===== config.mk =====
export PLATFORM = sky130hd
export DESIGN_NAME = io_pad_arbiter
export DESIGN_NICKNAME = d
export VERILOG_FILES = /design/src/rtl/io_pad_arbiter.sv
export SDC_FILE = /design/constraint.sdc
export NUM_CORES = 1
export LEC_CHECK = 0
export CAP_MARGIN = 20
export CORE_AREA = 2 2 190 192
export CTS_BUF_LIST = sky130_fd_sc_hd__clkbuf_4 sky130_fd_sc_hd__clkbuf_8 sky130_fd_sc_hd__clkbuf_16
export DETAILED_ROUTE_END_ITERATION = 8
export DIE_AREA = 0 0 192 194
export GPL_TIMING_DRIVEN = 0
export HOLD_SLACK_MARGIN = 0.1
export PLACE_DENSITY_LB_ADDON = 0.15
export SYNTH_ARGS = -nofsm -noshare
export SYNTH_HDL_FRONTEND = slang
export SYNTH_SLANG_ARGS = --single-unit

===== constraint.sdc =====
create_clock -name wb_clk_i -period 8.75 [get_ports wb_clk_i]
set_clock_uncertainty 0.05 [all_clocks]
set_input_delay 2.625 -clock wb_clk_i [delete_from_list [all_inputs] [get_ports wb_clk_i]]
set_output_delay 2.625 -clock wb_clk_i [all_outputs]
set_load 0.1 [all_outputs]

===== src/rtl/io_pad_arbiter.sv =====
// io_pad_arbiter: round-robin owner of a shared GPIO pad bank (req_i/req_out_i/req_oeb_i -> gnt_o/io_out/io_oeb, one tristated turnaround cycle between owners) configured through Wishbone registers CTRL/TIMEOUT/STATUS/IRQ; define IO_PAD_ARB_IRQ_EN to enable the owner-change interrupt irq_o
module io_pad_arbiter #(
  parameter int N_REQ = 4,
  parameter int PADS = 38,
  parameter logic [31:0] BASE_ADDR = 32'h3000_0000,
  parameter int TO_W = 16
) (
  input  logic                  wb_clk_i,
  input  logic                  wb_rst_i,
  input  logic                  wbs_stb_i,
  input  logic                  wbs_cyc_i,
  input  logic                  wbs_we_i,
  input  logic [3:0]            wbs_sel_i,
  input  logic [31:0]           wbs_adr_i,
  input  logic [31:0]           wbs_dat_i,
  output logic                  wbs_ack_o,
  output logic [31:0]           wbs_dat_o,
  input  logic [N_REQ-1:0]      req_i,
  input  logic [N_REQ*PADS-1:0] req_out_i,
  input  logic [N_REQ*PADS-1:0] req_oeb_i,
  output logic [N_REQ-1:0]      gnt_o,
  output logic [PADS-1:0]       io_out,
  output logic [PADS-1:0]       io_oeb,
  output logic                  irq_o
);
  localparam int OW = $clog2(N_REQ);
  localparam logic [OW:0] NR = (OW+1)'(N_REQ);
  localparam logic [OW-1:0] LAST = OW'(N_REQ-1);
  typedef enum logic [1:0] {IDLE, GRANT, TURN} state_t;
  state_t state, state_nxt;
  logic [OW-1:0] owner, owner_nxt, rr, rr_nxt, off_pick, pick;
  logic [OW:0] s;
  logic [N_REQ-1:0] rot, own_oh;
  logic [TO_W-1:0] cnt, cnt_nxt, tmo;
  logic [31:0] wmask, tmo_w, rdata, irq_rd;
  logic [1:0] off;
  logic en, en_eff, wb_req, wb_wr, busy, expire, unused;
  assign unused = ^wbs_adr_i[1:0];
  assign wb_req = wbs_stb_i & wbs_cyc_i & (wbs_adr_i[31:4] == BASE_ADDR[31:4]) & ~wbs_ack_o;
  assign wb_wr = wb_req & wbs_we_i;
  assign off = wbs_adr_i[3:2];
  assign wmask = {{8{wbs_sel_i[3]}}, {8{wbs_sel_i[2]}}, {8{wbs_sel_i[1]}}, {8{wbs_sel_i[0]}}};
  assign tmo_w = (32'(tmo) & ~wmask) | (wbs_dat_i & wmask);
  // A CTRL write lands on the same edge as the arbitration decision, so the decision sees the written EN.
  assign en_eff = (wb_wr && off == 2'd0 && wbs_sel_i[0]) ? wbs_dat_i[0] : en;
  assign busy = state == GRANT;
  assign own_oh = {{(N_REQ-1){1'b0}}, 1'b1} << owner;
  assign gnt_o = busy ? own_oh : '0;
  assign io_out = busy ? req_out_i[owner*PADS +: PADS] : '0;
  assign io_oeb = busy ? req_oeb_i[owner*PADS +: PADS] : '1;
  assign expire = tmo != '0 && cnt >= tmo && |(req_i & ~own_oh);
  // Rotate requests so bit 0 is the rr pointer; the lowest set bit is the next owner's distance from it.
  assign rot = (req_i >> rr) | (req_i << (NR - {1'b0, rr}));
  always_comb begin
    off_pick = '0;
    for (int i = N_REQ-1; i >= 0; i--) if (rot[i]) off_pick = OW'(i);
  end
  assign s = {1'b0, rr} + {1'b0, off_pick};
  assign pick = s >= NR ? OW'(s - NR) : OW'(s);
  always_comb begin
    state_nxt = state;
    owner_nxt = owner;
    rr_nxt = rr;
    cnt_nxt = cnt;
    if (state == IDLE) begin
      if (en_eff && |req_i) begin
        state_nxt = GRANT;
        owner_nxt = pick;
        cnt_nxt = TO_W'(1);
      end
    end else if (state == GRANT) begin
      if (!(|(req_i & own_oh)) || !en_eff || expire) state_nxt = TURN;
      else if ((tmo == '0 || cnt < tmo) && cnt != '1) cnt_nxt = cnt + 1'b1;
    end else begin
      state_nxt = IDLE;
      rr_nxt = owner == LAST ? '0 : owner + 1'b1;
    end
  end
  always_ff @(posedge wb_clk_i or posedge wb_rst_i) begin
    if (wb_rst_i) begin
      state <= IDLE;
      owner <= '0;
      rr <= '0;
      cnt <= '0;
    end else begin
      state <= state_nxt;
      owner <= owner_nxt;
      rr <= rr_nxt;
      cnt <= cnt_nxt;
    end
  end
  assign rdata = off == 2'd0 ? {31'b0, en} :
                 off == 2'd1 ? 32'(tmo) :
                 off == 2'd2 ? (busy ? 32'h100 | 32'(owner) : '0) : irq_rd;
  always_ff @(posedge wb_clk_i or posedge wb_rst_i) begin
    if (wb_rst_i) begin
      wbs_ack_o <= 1'b0;
      wbs_dat_o <= '0;
      en <= 1'b0;
      tmo <= '0;
    end else begin
      wbs_ack_o <= wb_req;
      wbs_dat_o <= (wb_req && !wbs_we_i) ? rdata : '0;
      en <= en_eff;
      if (wb_wr && off == 2'd1) tmo <= tmo_w[TO_W-1:0];
    end
  end
`ifdef IO_PAD_ARB_IRQ_EN
  logic irq_pend;
  always_ff @(posedge wb_clk_i or posedge wb_rst_i) begin
    if (wb_rst_i) irq_pend <= 1'b0;
    else irq_pend <= (state == IDLE && state_nxt == GRANT) | (irq_pend & ~(wb_wr && off == 2'd3 && wbs_sel_i[0] && wbs_dat_i[0]));
  end
  assign irq_o = irq_pend;
  assign irq_rd = {31'b0, irq_pend};
`else
  assign irq_o = 1'b0;
  assign irq_rd = '0;
`endif
endmodule


==> run metrics, run 1 <==
cell mode on critical path clkdlybuf4s50_1; Cell variety after synth 65; die width 192 µm; layout net count 1441; result of the run complete, no violations; drt wl/cell 24.7 µm; Critical-path top delay cell clkdlybuf4s50_1; most frequent standard cell in the layout excluding fill and tap cells clkdlybuf4s50_1; First-pass DRT Iterations 4; Post-synth top flop dfrtp_1; count of buffer and inverter cells on the critical path 2; VDD IR-drop max 76.4 µV; post-route setup TNS 0 ns; Clk Latency, worst-skew pair 0.31 ns; Yosys warnings 0; class of the tightest hold or removal check flip-flop to flip-flop; Fin Hold WS 0.471 ns; deepest level of the CTS H-tree 2; unrepaired setup endpoints after global routing no; time the worst path needs with I/O delays and setup 7.55 ns; ys async rst share 1.00; setup repair bufs after CTS 0; ratio of total power to cell area 65.1 mW/mm²; overall overflow remaining after global route 0; type of origin of the critical path primary input; Max-slew headroom 0.205; share of the cycle needed by the critical path after routing 0.862; leakage power summed over all cells 4.26 nW; clock root cell clkbuf_16; netlist area before placement 0.00580 mm²; number of placement rows 69; data required time at the worst endpoint 6.08 ns; antenna violations before repair 16; CORE AREA 0.0352 mm²; remaining routing DRC violations 0; setup violation total in the final timing report 0; area of the die 0.0372 mm²; register bit count reported by yosys 56; first-pass GRT wire length 50900 µm; Avg Cell Area, Syn 10.4 µm²; total vias in the final route 6559; PortBufs 457; layout cells sized above 1 0.118; number of maximum-capacitance violations 0; cell-by-cell listing of the critical path clkdlybuf4s50_1 > mux4_2 > and2_1 > clkdlybuf4s50_1; f_max 133 MHz; Initial DRC Count 278; Worst Setup End Kind output pin; maximum number of pins on one net before global-route repair 30; Arr. time, crit path 4.87 ns; Initial Util 0.165; kind of cell adding the most delay to the critical path buffers and inverters; hold violation total from the final report 0; Resized Gates After CTS 0; routed wire length 37200 µm; biggest fanout along the worst timing path 1; type of the setup path with the least slack primary input to output pin; Clock Pin Slew Worst Setup and Hold Paths 0.08 ns; total number of clock tree sinks 56; transition time of the tightest slew-check pin 1.19 ns; ANT nets after route 0; max incr delay on CP 0.96 ns; sequential cell area fraction in the yosys report 0.242; vertical extent of the die 194 µm; number of global-route vias before repair 7019; clock tree from TritonCTS built; layout overhead on the synthesized area 93.1%; GRT Util Overall 0.194; CTS Hold Buffers Added 0; number of enable flip-flop cells after synthesis 0; routability congestion estimate from global placement 0.898; Post-Synthesis Cells 556; top library cells by usage in the layout, fill and taps aside 457 x clkdlybuf4s50_1, 76 x mux4_2, 56 x dfrtp_1; half-perimeter wire length after detailed placement 33400 µm; number of pins with negative max-slew slack in the final report 0; number of buffers added by the clock tree synthesis step 5; buffers from clock root to sink, at most 2; via-per-instance ratio 4.35; number of I/O pins 495
[power breakdown]
| part | switching (mW) | total [mW] | internal, mW |
|---|---|---|---|
| Clock | 0.105 | 0.214 | 0.109 |
| Sequential | 0.00000000557 | 0.259 | 0.259 |
| Combinational | 0.0827 | 0.258 | 0.175 |
| Total | 0.188 | 0.730 | 0.542 |
[cells by family after synthesis]
logic type	after synthesis	synth area share
and+or+nand+nor	232	0.233
muxes	83	0.308
other	1	0.000646
buffers and inverters	79	0.0653
xor gates and xnor gates	2	0.00302
adders and majority gates	23	0.0496
DFF	56	0.242
AOI/OAI and AO/OA	80	0.0986
[Yosys cell counts (all sizes together) (9+ instances only)]
master	instances	share of area
o21ai	23	0.020
dfrtp	56	0.24
nor4	19	0.023
nor2	18	0.012
a21oi	14	0.012
clkbuf	27	0.017
ha	23	0.050
nand2	35	0.023
inv	24	0.016
and2	55	0.059
nand3	13	0.011
buf	28	0.032
mux4	76	0.30
nand2b	42	0.045
nor2b	9	0.011
[stage by stage]
step	total power [mW]	area, µm²	utilization	instances	setup WS [ns]
floorplan	0.340	5860	-	572	2.37
global placement	0.518	11000	0.313	1490	1.21
detailed placement	0.521	11000	0.313	1491	1.22
CTS	0.739	11200	0.317	1499	1.22
global route	0.760	11200	0.318	1508	1.17
finish	0.730	11200	0.318	1508	1.20
[worst paths after layout]
path                               start            to  slack, ns  cells after the start
hold / removal                 flip-flop  wbs_dat_o[4]       0.47                      1
setup reg to reg                owner[1]       cnt[15]       4.81                     12
setup / recovery           req_out_i[25]    io_out[25]       1.20                      4
hold reg to reg                flip-flop  wbs_dat_o[4]       0.47                      1
min in group asynchronous       wb_rst_i  wbs_dat_o[4]       2.67                      2
max in group asynchronous       wb_rst_i       cnt[13]       5.39                      3
[metal layers]
layer | routed length [µm] | GRT usage | vias up
li1 | - | - | 3039
met5 | 13 | 0 | -
met1 | 13500 | 0.212 | 3200
met2 | 19100 | 0.348 | 274
met3 | 3750 | 0.0717 | 44
met4 | 833 | 0.0523 | 2
[final cells by class]
type,instances,area (µm²)
inverter,24,90.1
buffer,55,289
timing repair buffer,458,4590
sequential,56,1400
multi-input combinational,437,4080
clock buffer,5,125
antenna,9,22.5
tap,461,577
clock inverter,3,25.0
fill,3664,24000
(Power assumes the default switching activity.)
==> inputs of run 2 (changes only) <==
Clock period 8.75 ns to 8.9 ns, I/O delays scaled along.
==> results of run 2 <==
Same layout as run 1 (identical final DEF). Status: complete, no violations.
Main changes from that run: setup slack after placement 1.22 ns -> 1.28 ns; setup slack after layout 1.20 ns -> 1.26 ns; register-to-register setup slack 4.81 ns -> 4.96 ns; total power 0.730 mW -> 0.718 mW; worst IR drop on VDD 76.4 µV -> 75.1 µV
==> inputs of run 3 (changes only) <==
--- a/config.mk
+++ b/config.mk
@@ -11,4 +11,5 @@
 export DETAILED_ROUTE_END_ITERATION = 8
 export DIE_AREA = 0 0 192 194
+export DONT_BUFFER_PORTS = 1
 export GPL_TIMING_DRIVEN = 0
 export HOLD_SLACK_MARGIN = 0.1
==> constraint.sdc (replaced) <==
create_clock -name wb_clk_i -period 9.7 [get_ports wb_clk_i]
set_clock_uncertainty 0.05 [all_clocks]
set_input_delay 2.91 -clock wb_clk_i [delete_from_list [all_inputs] [get_ports wb_clk_i]]
set_output_delay 2.91 -clock wb_clk_i [all_outputs]
set_load 0.02 [all_outputs]
==> run metrics, run 3 (synthesis results as in run 1) <==
most frequent standard cell in the layout excluding fill and tap cells mux4_2; share of the cycle needed by the critical path after routing 0.694; number of placement rows 69; maximum number of pins on one net before global-route repair 30; Fin Hold WS 0.466 ns; Multi-input gate area 0.00408 mm²; ratio of total power to cell area 75.6 mW/mm²; top library cells by usage in the layout, fill and taps aside 76 x mux4_2, 56 x dfrtp_1, 55 x and2_1; die width 192 µm; drt wl/cell 33.2 µm; count of buffer and inverter cells on the critical path 0; sequential standard cell area 0.00140 mm²; Clk Latency, worst-skew pair 0.30 ns; Arr. time, crit path 3.78 ns; area of the die 0.0372 mm²; number of buffers added by the clock tree synthesis step 5; number of filler cells placed in the layout 3880; Initial Util 0.165; layout cells sized above 1 0.211; FF-to-FF setup slack 5.72 ns; First-pass DRT Iterations 4; cell-by-cell listing of the critical path mux4_2 > nand2b_1; transition time of the tightest slew-check pin 0.850 ns; Max-slew headroom 0.434; number of maximum-capacitance violations 0; result of the run complete, no violations; r2r endpoint cnt[15]; routability congestion estimate from global placement 1.07; cell total after placement 1034; overall overflow remaining after global route 0; type of origin of the critical path primary input; total vias in the final route 5239; total number of clock tree sinks 56; layout net count 985; data required time at the worst endpoint 6.74 ns; layout overhead on the synthesized area 15.4%; capture endpoint of the worst hold path wbs_dat_o[2]; number of global-route vias before repair 5161; VDD IR-drop max 58.5 µV; clock root cell clkbuf_16; number of pins with negative max-slew slack in the final report 0; CORE AREA 0.0352 mm²; setup repair bufs after CTS 0; Critical-path top delay cell mux4_2; half-perimeter wire length after detailed placement 31700 µm; time the worst path needs with I/O delays and setup 6.74 ns; final design area excluding fillers 0.00670 mm²; unrepaired setup endpoints after global routing no; number of I/O pins 495; leakage power summed over all cells 2.51 nW; deepest level of the CTS H-tree 2; remaining routing DRC violations 0; via-per-instance ratio 4.93; max incr delay on CP 0.56 ns; post-route setup TNS 0 ns; GRT Util Overall 0.180; kind of cell adding the most delay to the critical path multiplexers; biggest fanout along the worst timing path 1; class of the tightest hold or removal check flip-flop to flip-flop; PortBufs 0; hold violation total from the final report 0; first-pass GRT wire length 45700 µm; number of non-filler instances in the completed layout 1063; f_max 148 MHz; routed wire length 35300 µm; Resized Gates After CTS 0; buffers from clock root to sink, at most 2; Placed Instance Area 0.00646 mm²; Hold Crit Depth 1; ANT nets after route 0; R2R depth 12; CTS Hold Buffers Added 0; clock tree from TritonCTS built; Initial DRC Count 378; Worst Setup End Kind output pin; setup violation total in the final timing report 0; Clock Pin Slew Worst Setup and Hold Paths 0.07 ns; type of the setup path with the least slack primary input to output pin; vertical extent of the die 194 µm; antenna violations before repair 40; RR Startpoint owner[1]
## run 3: through the flow
stage	util	setup WS [ns]	power, mW
6_report	0.190	2.96	0.506
5_1_grt	0.189	2.96	0.529
4_1_cts	0.188	2.96	0.518
3_5_place_dp	0.183	2.96	0.297
3_3_place_gp	0.183	2.96	0.296
2_1_floorplan	-	3.16	0.284
## run 3: routing by layer
layer / track usage / wire length [µm] / vias to the layer above / part of all wire
met2: 0.318 / 17900 / 370 / 0.51
met1: 0.203 / 12900 / 2671 / 0.36
met3: 0.0691 / 3760 / 51 / 0.11
li1: - / - / 2139 / -
met5: 0 / 58 / - / 0.0016
met4: 0.0427 / 702 / 8 / 0.020
## run 3: power breakdown
part	internal (mW)	switching (mW)	leakage (nW)
Clock	0.126	0.0886	0.0850
Sequential	0.233	0.00000000524	0.678
Combinational	0.0329	0.0255	1.74
## run 3: cell type report
cell class,instances,area share
well taps,461,0.0862
inverters,24,0.0135
diodes,20,0.00748
clock buffers,6,0.0198
flip-flops and latches,56,0.209
multi-input cells,437,0.610
plain buffers,55,0.0432
clock inverters,2,0.00579
repair buffers,2,0.00523
## run 3: worst reg2reg max path, delay by kind of cell (launching register included)
family	cells	cell delay, ns
AOI/OAI and AO/OA	4	0.91
adders and majority gates	1	0.34
and+or+nand+nor	2	0.23
buffers and inverters	5	1.96
DFF	1	0.38
## run 3: worst max-delay path by stage
| stage | startpoint | end | cells after the start |
|---|---|---|---|
| CTS | req_out_i[144] | io_out[30] | 2 |
| global placement | req_out_i[147] | io_out[33] | 2 |
| global route | req_out_i[147] | io_out[33] | 2 |
| finish | req_oeb_i[122] | io_oeb[8] | 2 |
| floorplan | req_oeb_i[114] | io_oeb[0] | 2 |
| detailed placement | req_out_i[144] | io_out[30] | 2 |
